`src/rtl/sgmii_smi_pkg.sv`:
```
// Shared Clause-22 frame layout, field widths and FSM encoding for the SGMII SMI master.
package sgmii_smi_pkg;

    localparam int PHY_ADDR_W = 5;
    localparam int REG_ADDR_W = 5;
    localparam int DATA_W     = 16;

    localparam int PREAMBLE_LEN = 32;
    localparam int HEADER_LEN   = 14;
    localparam int TA_LEN       = 2;
    localparam int DATA_LEN     = 16;
    localparam int SHIFT_W      = HEADER_LEN + TA_LEN + DATA_LEN;
    localparam int BIT_CNT_W    = 5;

    localparam logic [1:0] ST_BITS  = 2'b01;
    localparam logic [1:0] OP_WRITE = 2'b01;
    localparam logic [1:0] OP_READ  = 2'b10;
    localparam logic [1:0] TA_WRITE = 2'b10;

    typedef enum logic [2:0] {
        S_IDLE,
        S_PREAMBLE,
        S_HEADER,
        S_TA,
        S_DATA,
        S_DONE
    } smi_state_t;

    // Bit-counter reload value on entry to a state (bit periods in that state minus one).
    function automatic logic [BIT_CNT_W-1:0] state_bits(input smi_state_t s);
        case (s)
            S_PREAMBLE: return BIT_CNT_W'(PREAMBLE_LEN - 1);
            S_HEADER:   return BIT_CNT_W'(HEADER_LEN - 1);
            S_TA:       return BIT_CNT_W'(TA_LEN - 1);
            S_DATA:     return BIT_CNT_W'(DATA_LEN - 1);
            default:    return '0;
        endcase
    endfunction

endpackage

```
`src/rtl/sgmii_smi_clkgen.sv`:
```
// MDC generator: one bit period is 2*MDC_DIV cycles, low half first; counter parked at zero when disabled.
module sgmii_smi_clkgen #(
    parameter int MDC_DIV = 25
) (
    input  logic clk_125,
    input  logic rst_n,
    input  logic en,
    output logic mdc,
    output logic fall_tick,
    output logic rise_tick
);

    localparam int CNT_W = $clog2(2 * MDC_DIV);
    localparam logic [CNT_W-1:0] HALF = CNT_W'(MDC_DIV);
    localparam logic [CNT_W-1:0] LAST = CNT_W'(2 * MDC_DIV - 1);

    logic [CNT_W-1:0] cnt;

    always_ff @(posedge clk_125 or negedge rst_n) begin
        if (!rst_n)
            cnt <= '0;
        else if (!en || cnt == LAST)
            cnt <= '0;
        else
            cnt <= cnt + 1'b1;
    end

    // rise_tick marks the first high cycle; fall_tick marks the last high cycle, so
    // anything updated on fall_tick appears on the first low cycle of the next bit.
    assign mdc       = en && (cnt >= HALF);
    assign rise_tick = en && (cnt == HALF);
    assign fall_tick = en && (cnt == LAST);

endmodule

```
`src/rtl/sgmii_smi_master.sv`:
```
// Clause-22 MDIO master for the SGMII core's SMI: one read or write frame per accepted request.
module sgmii_smi_master
    import sgmii_smi_pkg::*;
#(
    parameter int MDC_DIV = 25
) (
    input  logic                  clk_125,
    input  logic                  rst_n,
    input  logic                  req_valid,
    output logic                  req_ready,
    input  logic                  req_write,
    input  logic [PHY_ADDR_W-1:0] req_phy_addr,
    input  logic [REG_ADDR_W-1:0] req_reg_addr,
    input  logic [DATA_W-1:0]     req_wdata,
    output logic                  rsp_valid,
    output logic [DATA_W-1:0]     rsp_rdata,
    output logic                  rsp_err,
    output logic                  mdc,
    output logic                  mdout,
    output logic                  mdout_en,
    input  logic                  mdin
);

    smi_state_t           state, next_state;
    logic [BIT_CNT_W-1:0] bit_cnt;
    logic                 clk_en, fall_tick, rise_tick, last_bit, accept;
    logic                 wr_q, ta_err;
    logic [SHIFT_W-1:0]   tx_sr;
    logic [DATA_W-1:0]    rx_sr;
    logic                 mdin_p0, mdin_p1;

    sgmii_smi_clkgen #(.MDC_DIV(MDC_DIV)) u_clkgen (
        .clk_125   (clk_125),
        .rst_n     (rst_n),
        .en        (clk_en),
        .mdc       (mdc),
        .fall_tick (fall_tick),
        .rise_tick (rise_tick)
    );

    assign last_bit = fall_tick && (bit_cnt == '0);
    assign accept   = req_valid && (state == S_IDLE);

    always_ff @(posedge clk_125 or negedge rst_n) begin
        if (!rst_n)
            state <= S_IDLE;
        else
            state <= next_state;
    end

    always_comb begin
        next_state = state;
        case (state)
            S_IDLE:     if (req_valid) next_state = S_PREAMBLE;
            S_PREAMBLE: if (last_bit)  next_state = S_HEADER;
            S_HEADER:   if (last_bit)  next_state = S_TA;
            S_TA:       if (last_bit)  next_state = S_DATA;
            S_DATA:     if (last_bit)  next_state = S_DONE;
            S_DONE:     next_state = S_IDLE;
            default:    next_state = S_IDLE;
        endcase
    end

    always_comb begin
        req_ready = 1'b0;
        rsp_valid = 1'b0;
        rsp_rdata = '0;
        rsp_err   = 1'b0;
        clk_en    = 1'b0;
        mdout     = 1'b1;
        mdout_en  = 1'b0;
        case (state)
            S_IDLE: req_ready = 1'b1;
            S_PREAMBLE: begin
                clk_en   = 1'b1;
                mdout_en = 1'b1;
            end
            S_HEADER: begin
                clk_en   = 1'b1;
                mdout    = tx_sr[SHIFT_W-1];
                mdout_en = 1'b1;
            end
            S_TA, S_DATA: begin
                clk_en   = 1'b1;
                mdout    = tx_sr[SHIFT_W-1];
                mdout_en = wr_q;
            end
            S_DONE: begin
                rsp_valid = 1'b1;
                rsp_rdata = wr_q ? '0 : rx_sr;
                rsp_err   = !wr_q && ta_err;
            end
            default: ;
        endcase
    end

    always_ff @(posedge clk_125 or negedge rst_n) begin
        if (!rst_n)
            bit_cnt <= '0;
        else if (next_state != state)
            bit_cnt <= state_bits(next_state);
        else if (fall_tick)
            bit_cnt <= bit_cnt - 1'b1;
    end

    always_ff @(posedge clk_125 or negedge rst_n) begin
        if (!rst_n) begin
            mdin_p0 <= 1'b0;
            mdin_p1 <= 1'b0;
        end else begin
            mdin_p0 <= mdin;
            mdin_p1 <= mdin_p0;
        end
    end

    // Reads load ones behind the address so the idle level sits on mdout while released.
    always_ff @(posedge clk_125 or negedge rst_n) begin
        if (!rst_n) begin
            wr_q   <= 1'b0;
            ta_err <= 1'b0;
            tx_sr  <= '0;
            rx_sr  <= '0;
        end else begin
            if (accept) begin
                wr_q   <= req_write;
                ta_err <= 1'b0;
                tx_sr  <= {ST_BITS, req_write ? OP_WRITE : OP_READ, req_phy_addr, req_reg_addr,
                           req_write ? TA_WRITE : 2'b11, req_write ? req_wdata : {DATA_W{1'b1}}};
            end else if (fall_tick && (state inside {S_HEADER, S_TA, S_DATA})) begin
                tx_sr <= {tx_sr[SHIFT_W-2:0], 1'b1};
            end
            if (rise_tick && state == S_TA && bit_cnt == '0)
                ta_err <= mdin_p1;
            if (rise_tick && state == S_DATA)
                rx_sr <= {rx_sr[DATA_W-2:0], mdin_p1};
        end
    end

endmodule
```
`config.mk`:
```
export PLATFORM = sky130hd
export DESIGN_NAME = sgmii_smi_master
export DESIGN_NICKNAME = d
export VERILOG_FILES = /design/src/rtl/sgmii_smi_pkg.sv /design/src/rtl/sgmii_smi_clkgen.sv /design/src/rtl/sgmii_smi_master.sv
export SDC_FILE = /design/constraint.sdc
export NUM_CORES = 1
export LEC_CHECK = 0
export CAP_MARGIN = 20
export CORE_MARGIN = 1.5
export CORE_UTILIZATION = 49
export DETAILED_ROUTE_END_ITERATION = 8
export PLACE_DENSITY_LB_ADDON = 0.3
export SYNTH_ARGS = -nofsm -noshare
export SYNTH_HDL_FRONTEND = slang
export SYNTH_SLANG_ARGS = --single-unit
```
`constraint.sdc`:
```
create_clock -name clk_125 -period 2.19 [get_ports clk_125]
set_clock_uncertainty 0.2 [all_clocks]
set_input_delay 0.219 -clock clk_125 [delete_from_list [all_inputs] [get_ports clk_125]]
set_output_delay 0.219 -clock clk_125 [all_outputs]
set_load 0.05 [all_outputs]
```
==> results of run 1 <==
-- worst max-delay path by stage --
stage,start,to,slack [ns],cells past startpoint
final,state[0],mdc,0.07,6
after global routing,state[0],mdc,-0.004,6
after CTS,state[0],rsp_rdata[2],0.01,5
after detailed placement,u_clkgen.cnt[1],rx_sr[5],0.04,6
after global placement,u_clkgen.cnt[1],rx_sr[2],0.11,6
after floorplan,state[0],mdc,0.03,6
-- layout make-up --
type                    instances  area (sq um)
clock inverters                 6         43.79
well taps                      96         120.1
inverters                       8         30.03
flip-flops and latches         66          1655
fillers                       539          2177
multi-input cells             232          1727
repair buffers                 76         988.4
clock buffers                  10         127.6
-- kinds of logic (layout without fill, tap and decap cells) --
kind of cell,Yosys count,after routing,share of synthesized area (%)
compound gates,55,55,9.419
buf+inv,26,100,4.995
flops,66,66,47.09
fa+ha+maj,5,5,1.784
mux,49,49,14.70
xor+xnor,5,5,1.249
simple gates,117,118,20.76
-- power groups by stage --
| stage | Combinational (mW) | Sequential, mW | Clock (mW) |
|---|---|---|---|
| after CTS | 0.0936 | 1.22 | 0.925 |
| after global placement | 0.0915 | 1.24 | 0 |
| after detailed placement | 0.0917 | 1.24 | 0 |
| after global routing | 0.101 | 1.22 | 0.976 |
| after floorplan | 0.00713 | 1.24 | 0 |
| final | 0.0914 | 1.22 | 0.897 |
-- per-layer routing --
metal,track usage [%],share of wire (%),up-vias
li1,-,-,1281
met1,27.65,47,1238
met2,30.49,47,57
met3,4.430,4.6,14
met4,8.369,1.8,0
met5,0,0,-
-- critical path: stages (launching register included) --
cell      delay, ns
dfrtp_2        0.44
buf_12         0.14
buf_4          0.14
nor3_4         0.24
nand2b_4       0.20
nor2_2         0.06
buf_12         0.14
-- repair_timing --
item / CTS / global route
gates cloned: 0 / 2
pin swaps: 0 / 3
resized for setup: 3 / 15
endpoints found under the hold margin: 66 / 0
setup endpoints to repair: 21 / 43
buffers inserted: 4 / 3
hold buffers: 1 / 0
-- synthesized netlist by cell type (6+ instances only) --
cell | number | area share, %
o21ai_0 | 6 | 0.86
a21oi_1 | 23 | 3.3
nor3b_1 | 16 | 3.4
dfrtp_1 | 66 | 47
o21ai_1 | 10 | 1.4
and2_1 | 18 | 3.2
buf_6 | 7 | 2.2
mux2i_1 | 31 | 8.8
nor2_1 | 16 | 1.7
nand2_1 | 31 | 3.3
nand3_1 | 6 | 0.86
mux2_1 | 11 | 3.5
mux2_2 | 6 | 1.9
nor3_1 | 6 | 0.86
inv_1 | 8 | 0.86
-- sequential cells by signal, indices dropped and copies added, names as in the netlist --
name,flops
state,3
mdin_p0,1
mdin_p1,1
ta_err,1
u_clkgen.cnt,6
bit_cnt,5
rx_sr,16
wr_q,1
tx_sr,32
==> results.txt, run 1 <==
Pins Over Slew Limit -> 0
Area of the mapped netlist -> 3507 sq um
Worst hold slack -> 0.1123 ns
WL/cell -> 14.69 um
Reg2reg start -> u_clkgen.cnt[0]
Final Cell Area -> 4692 sq um
Cell Area, Placed -> 4380 sq um
#FFs+latches synth -> 66
Max IR drop VDD -> 0.0003475 V
Slew margin rel. -> 67.95%
Total power -> 2.209 mW
Drt total wl -> 7257 um
EDFF count, synth -> 0
Combinational power share -> 4.1%
Final worst setup slack -> 0.06624 ns
Area Growth Syn to Fin -> 33.79%
Worst setup EP type -> output port
CP Launch Type -> flop
Die height -> 87.60 um
Clock Pin Slew Worst Setup and Hold Paths -> 0.08 ns
Primary FF master, synth -> dfrtp_1
Detailed Place HPWL -> 4796 um
CP Class -> reg -> out
Worst hold path type -> in -> reg
First-pass GRT wire length -> 11760 um
DR iter-0 viols -> 114
DRT Pass-1 Iters -> 4
Arrival time of the worst setup path -> 1.70 ns
Power Dens Cells -> 470.8 nW/um^2
ANT nets after route -> 0
Clk network pwr share -> 40.6%
Post-Place Cells -> 468
GRT Overall Usage -> 19.95%
Worst Hold Depth -> 1
Vias -> 2590
RD Place Congestion -> 0.9670
Netlist cell types -> 53
Most frequent cells in the layout -> 63 x dfrtp_1, 31 x mux2i_1, 30 x nand2_1
Fin. Hold Viols -> 0
Worst EP required -> 1.77 ns
Maxcap violations -> 0
RSZ-0062 raised after global routing -> yes
Mapped Cells -> 323
H-tree depth -> 3
Worst-path fanout max -> 5
Core Util, Final -> 68.31%
Min-Delay Startpoint -> mdin
Non-filler cells, final -> 494
Worst reg2reg path depth -> 5
Ports -> 53
Hold Path Sink -> mdin_p0
Num CTS Buffers -> 9
Layout cells sized above 1 -> 24.37%
Status -> finished, final reports clean
Int Pwr -> 1.687 mW
Syn_nets -> 359
Sw Share -> 23.63%
Row count -> 30
Via density -> 5.243
LEAKAGE -> 1.886 nW
Worst slack at placement -> 0.04401 ns
Port Buffers -> 52
Clock Latency Late Sink -> 0.35 ns
Tcrit/Tclk final -> 96.98%
Std-Cell Core Area -> 6869 sq um
CTS tree -> built
Clock sink count -> 66
CTS max path bufs -> 2
Total Neg Setup Slack -> 0 ns
Area of the die -> 7674 sq um
Congestion Overflow GR -> 0
Clk Tree Root Cell -> clkbuf_8
Period minus WS final -> 2.124 ns
Most common cell after layout, fill and taps aside -> dfrtp_1
Sw power -> 0.5218 mW
Worst-margin pin slew -> 0.4794 ns
Fmax -> 470.9 MHz
Finish-stage setup viols -> 0
Drc violations -> 0
Mean Syn Cell Area -> 10.86 sq um
Initial core utilization -> 51.06%
Die X -> 87.60 um
Antenna diodes -> 0
Register area share after synthesis -> 47.09%
Initial antenna violation count -> 0
Largest net degree at the start of global routing -> 67
Worst reg2reg path endpoint -> rx_sr[2]
Yosys warnings -> 0
Layout Nets -> 429
Share of synthesized flip-flops with an asynchronous set or reset -> 100.0%
Seq pwr share -> 55.3%
Vias in the first global route -> 2440
Flop2flop setup slack -> 0.09 ns
No activity file was read; power rests on OpenSTA's default activity.
==> run 2, diff against run 1 <==
--- a/config.mk
+++ b/config.mk
@@ -10,6 +10,7 @@
 export CORE_UTILIZATION = 49
 export DETAILED_ROUTE_END_ITERATION = 8
 export PLACE_DENSITY_LB_ADDON = 0.3
+export REMOVE_ABC_BUFFERS = 1
 export SYNTH_ARGS = -nofsm -noshare
 export SYNTH_HDL_FRONTEND = slang
 export SYNTH_SLANG_ARGS = --single-unit
==> results.txt, run 2 (same netlist as run 1, synthesis figures left out) <==
CP max-delay cell -> dfrtp_2
Layout cells sized above 1 -> 23.69%
Delay-heaviest family, CP -> simple AND/OR/NAND/NOR gates
Detailed Place HPWL -> 4636 um
Worst-path fanout max -> 6
Fin. Hold Viols -> 0
Power Dens Cells -> 521.7 nW/um^2
Worst-margin pin slew -> 0.4936 ns
Worst Path Buf+Inv -> 2
Clock sink count -> 66
Max IR drop VDD -> 0.0002627 V
Reg2reg start -> u_clkgen.cnt[1]
RD Place Congestion -> 0.8719
Crit path cell chain -> buf_4 > nor3_4 > nand2b_2 > nor2_2 > buf_12
Period minus WS final -> 2.130 ns
Drc violations -> 0
Vias in the first global route -> 2519
Met1 usage -> 26.53%
Total Neg Setup Slack -> 0 ns
Largest net degree at the start of global routing -> 67
Most frequent cells in the layout -> 63 x dfrtp_1, 30 x nand2_1, 30 x mux2i_1
WL/cell -> 14.02 um
Die height -> 87.60 um
CP Class -> reg -> out
Congestion Overflow GR -> 0
Gr busiest metal -> met2
Antenna diodes -> 0
Num CTS Buffers -> 9
Area of the die -> 7674 sq um
Max reg flops -> 32
Maxcap violations -> 0
Initial core utilization -> 51.06%
Row count -> 30
Most common cell after layout, fill and taps aside -> dfrtp_1
CTS max path bufs -> 2
CTS tree -> built
Clk Tree Root Cell -> clkbuf_8
Fmax -> 469.6 MHz
Initial antenna violation count -> 0
Pins Over Slew Limit -> 0
Min-Delay Startpoint -> mdin
Status -> finished, final reports clean
Most flops, register -> tx_sr
Met2 Usage GRT -> 30.63%
Die X -> 87.60 um
Finish-stage setup viols -> 0
DRT Pass-1 Iters -> 4
Slew margin rel. -> 66.99%
Worst hold path type -> in -> reg
ANT nets after route -> 0
CP startpoint -> state[1]
Worst setup EP type -> output port
H-tree depth -> 3
First-pass GRT wire length -> 11780 um
Worst EP required -> 1.77 ns
LEAKAGE -> 1.923 nW
Vias -> 2609
Largest registers -> tx_sr x32, rx_sr x16, u_clkgen.cnt x6
Port Buffers -> 52
DR iter-0 viols -> 152
Clock Pin Slew Worst Setup and Hold Paths -> 0.07 ns
Total power -> 2.478 mW
Tcrit/Tclk final -> 97.24%
Via density -> 5.249
Layout Nets -> 432
Drt total wl -> 6966 um
CP Launch Type -> flop
Std-Cell Core Area -> 6869 sq um
GRT Overall Usage -> 19.66%
Met3 GRT Util -> 5.372%
Area Growth Syn to Fin -> 35.43%
Clock Latency Late Sink -> 0.34 ns
Ports -> 53
Arrival time of the worst setup path -> 1.71 ns
CP max stage delay -> 0.47 ns
RSZ-0062 raised after global routing -> yes
==> run 2: cell types whose count changed in the layout (fill, tap and decap cells not counted), moves of 2 or more <==
cell | previous run | this run
and2_1 | 13 | 18
and2_4 | 5 | 0
buf_4 | 16 | 20
bufinv_16 | 0 | 2
clkbuf_8 | 9 | 11
clkinv_4 | 3 | 1
==> run 2: timing repair <==
item                                    CTS  global route
hold endpoints to repair                 66             0
buffers inserted                          3             2
pin swaps                                 0             2
cloned                                    0             2
endpoints found under the setup margin   19            40
resized for setup                         4             4
hold buffers                              1             0
==> run 2: path summary, 6_finish.rpt <==
check / to / slack [ns] / depth (start not counted)
max: mdc / 0.06 / 5
min reg2reg: mdin_p1 / 0.16 / 0
max reg2reg: rx_sr[4] / 0.07 / 6
max in group asynchronous: state[1] / 1.26 / 3
min in group asynchronous: rx_sr[1] / 0.20 / 3
min: mdin_p0 / 0.12 / 1
==> run 2: routing by layer <==
layer  vias to the layer above  routed length (um)
li1                       1283                   -
met1                      1266                3261
met2                        51                3354
met3                         9                 274
met4                         0                  76
met5                         -                   0
==> run 2: per-stage QoR <==
step	hold slack (ns)	instance area, sq um	util (%)	setup WS (ns)	std cells
finish	0.1232	4750	69.14	0.06046	497
global placement	0.05750	4405	64.13	0.1112	473
detailed placement	0.06523	4405	64.13	0.07525	473
CTS	0.1073	4686	68.21	0.02094	493
floorplan	-0.2766	3362	-	-0.3760	305
global route	0.1149	4750	69.14	-0.01385	497
==> run 2: layout make-up <==
class | count | area [sq um]
clock buffers | 12 | 155.1
clock inverters | 4 | 73.82
repair buffers | 79 | 1012
well taps | 96 | 120.1
fillers | 508 | 2120
flip-flops and latches | 66 | 1655
multi-input cells | 232 | 1703
inverters | 8 | 30.03
==> run 2: report_power, final <==
part / internal (mW) / total, mW / switching (mW) / leakage, nW
logic: 0.0553 / 0.0916 / 0.0363 / 1.08
clock network: 0.704 / 1.17 / 0.461 / 0.117
registers: 1.22 / 1.22 / 0.000702 / 0.723
total: 1.98 / 2.48 / 0.498 / 1.92
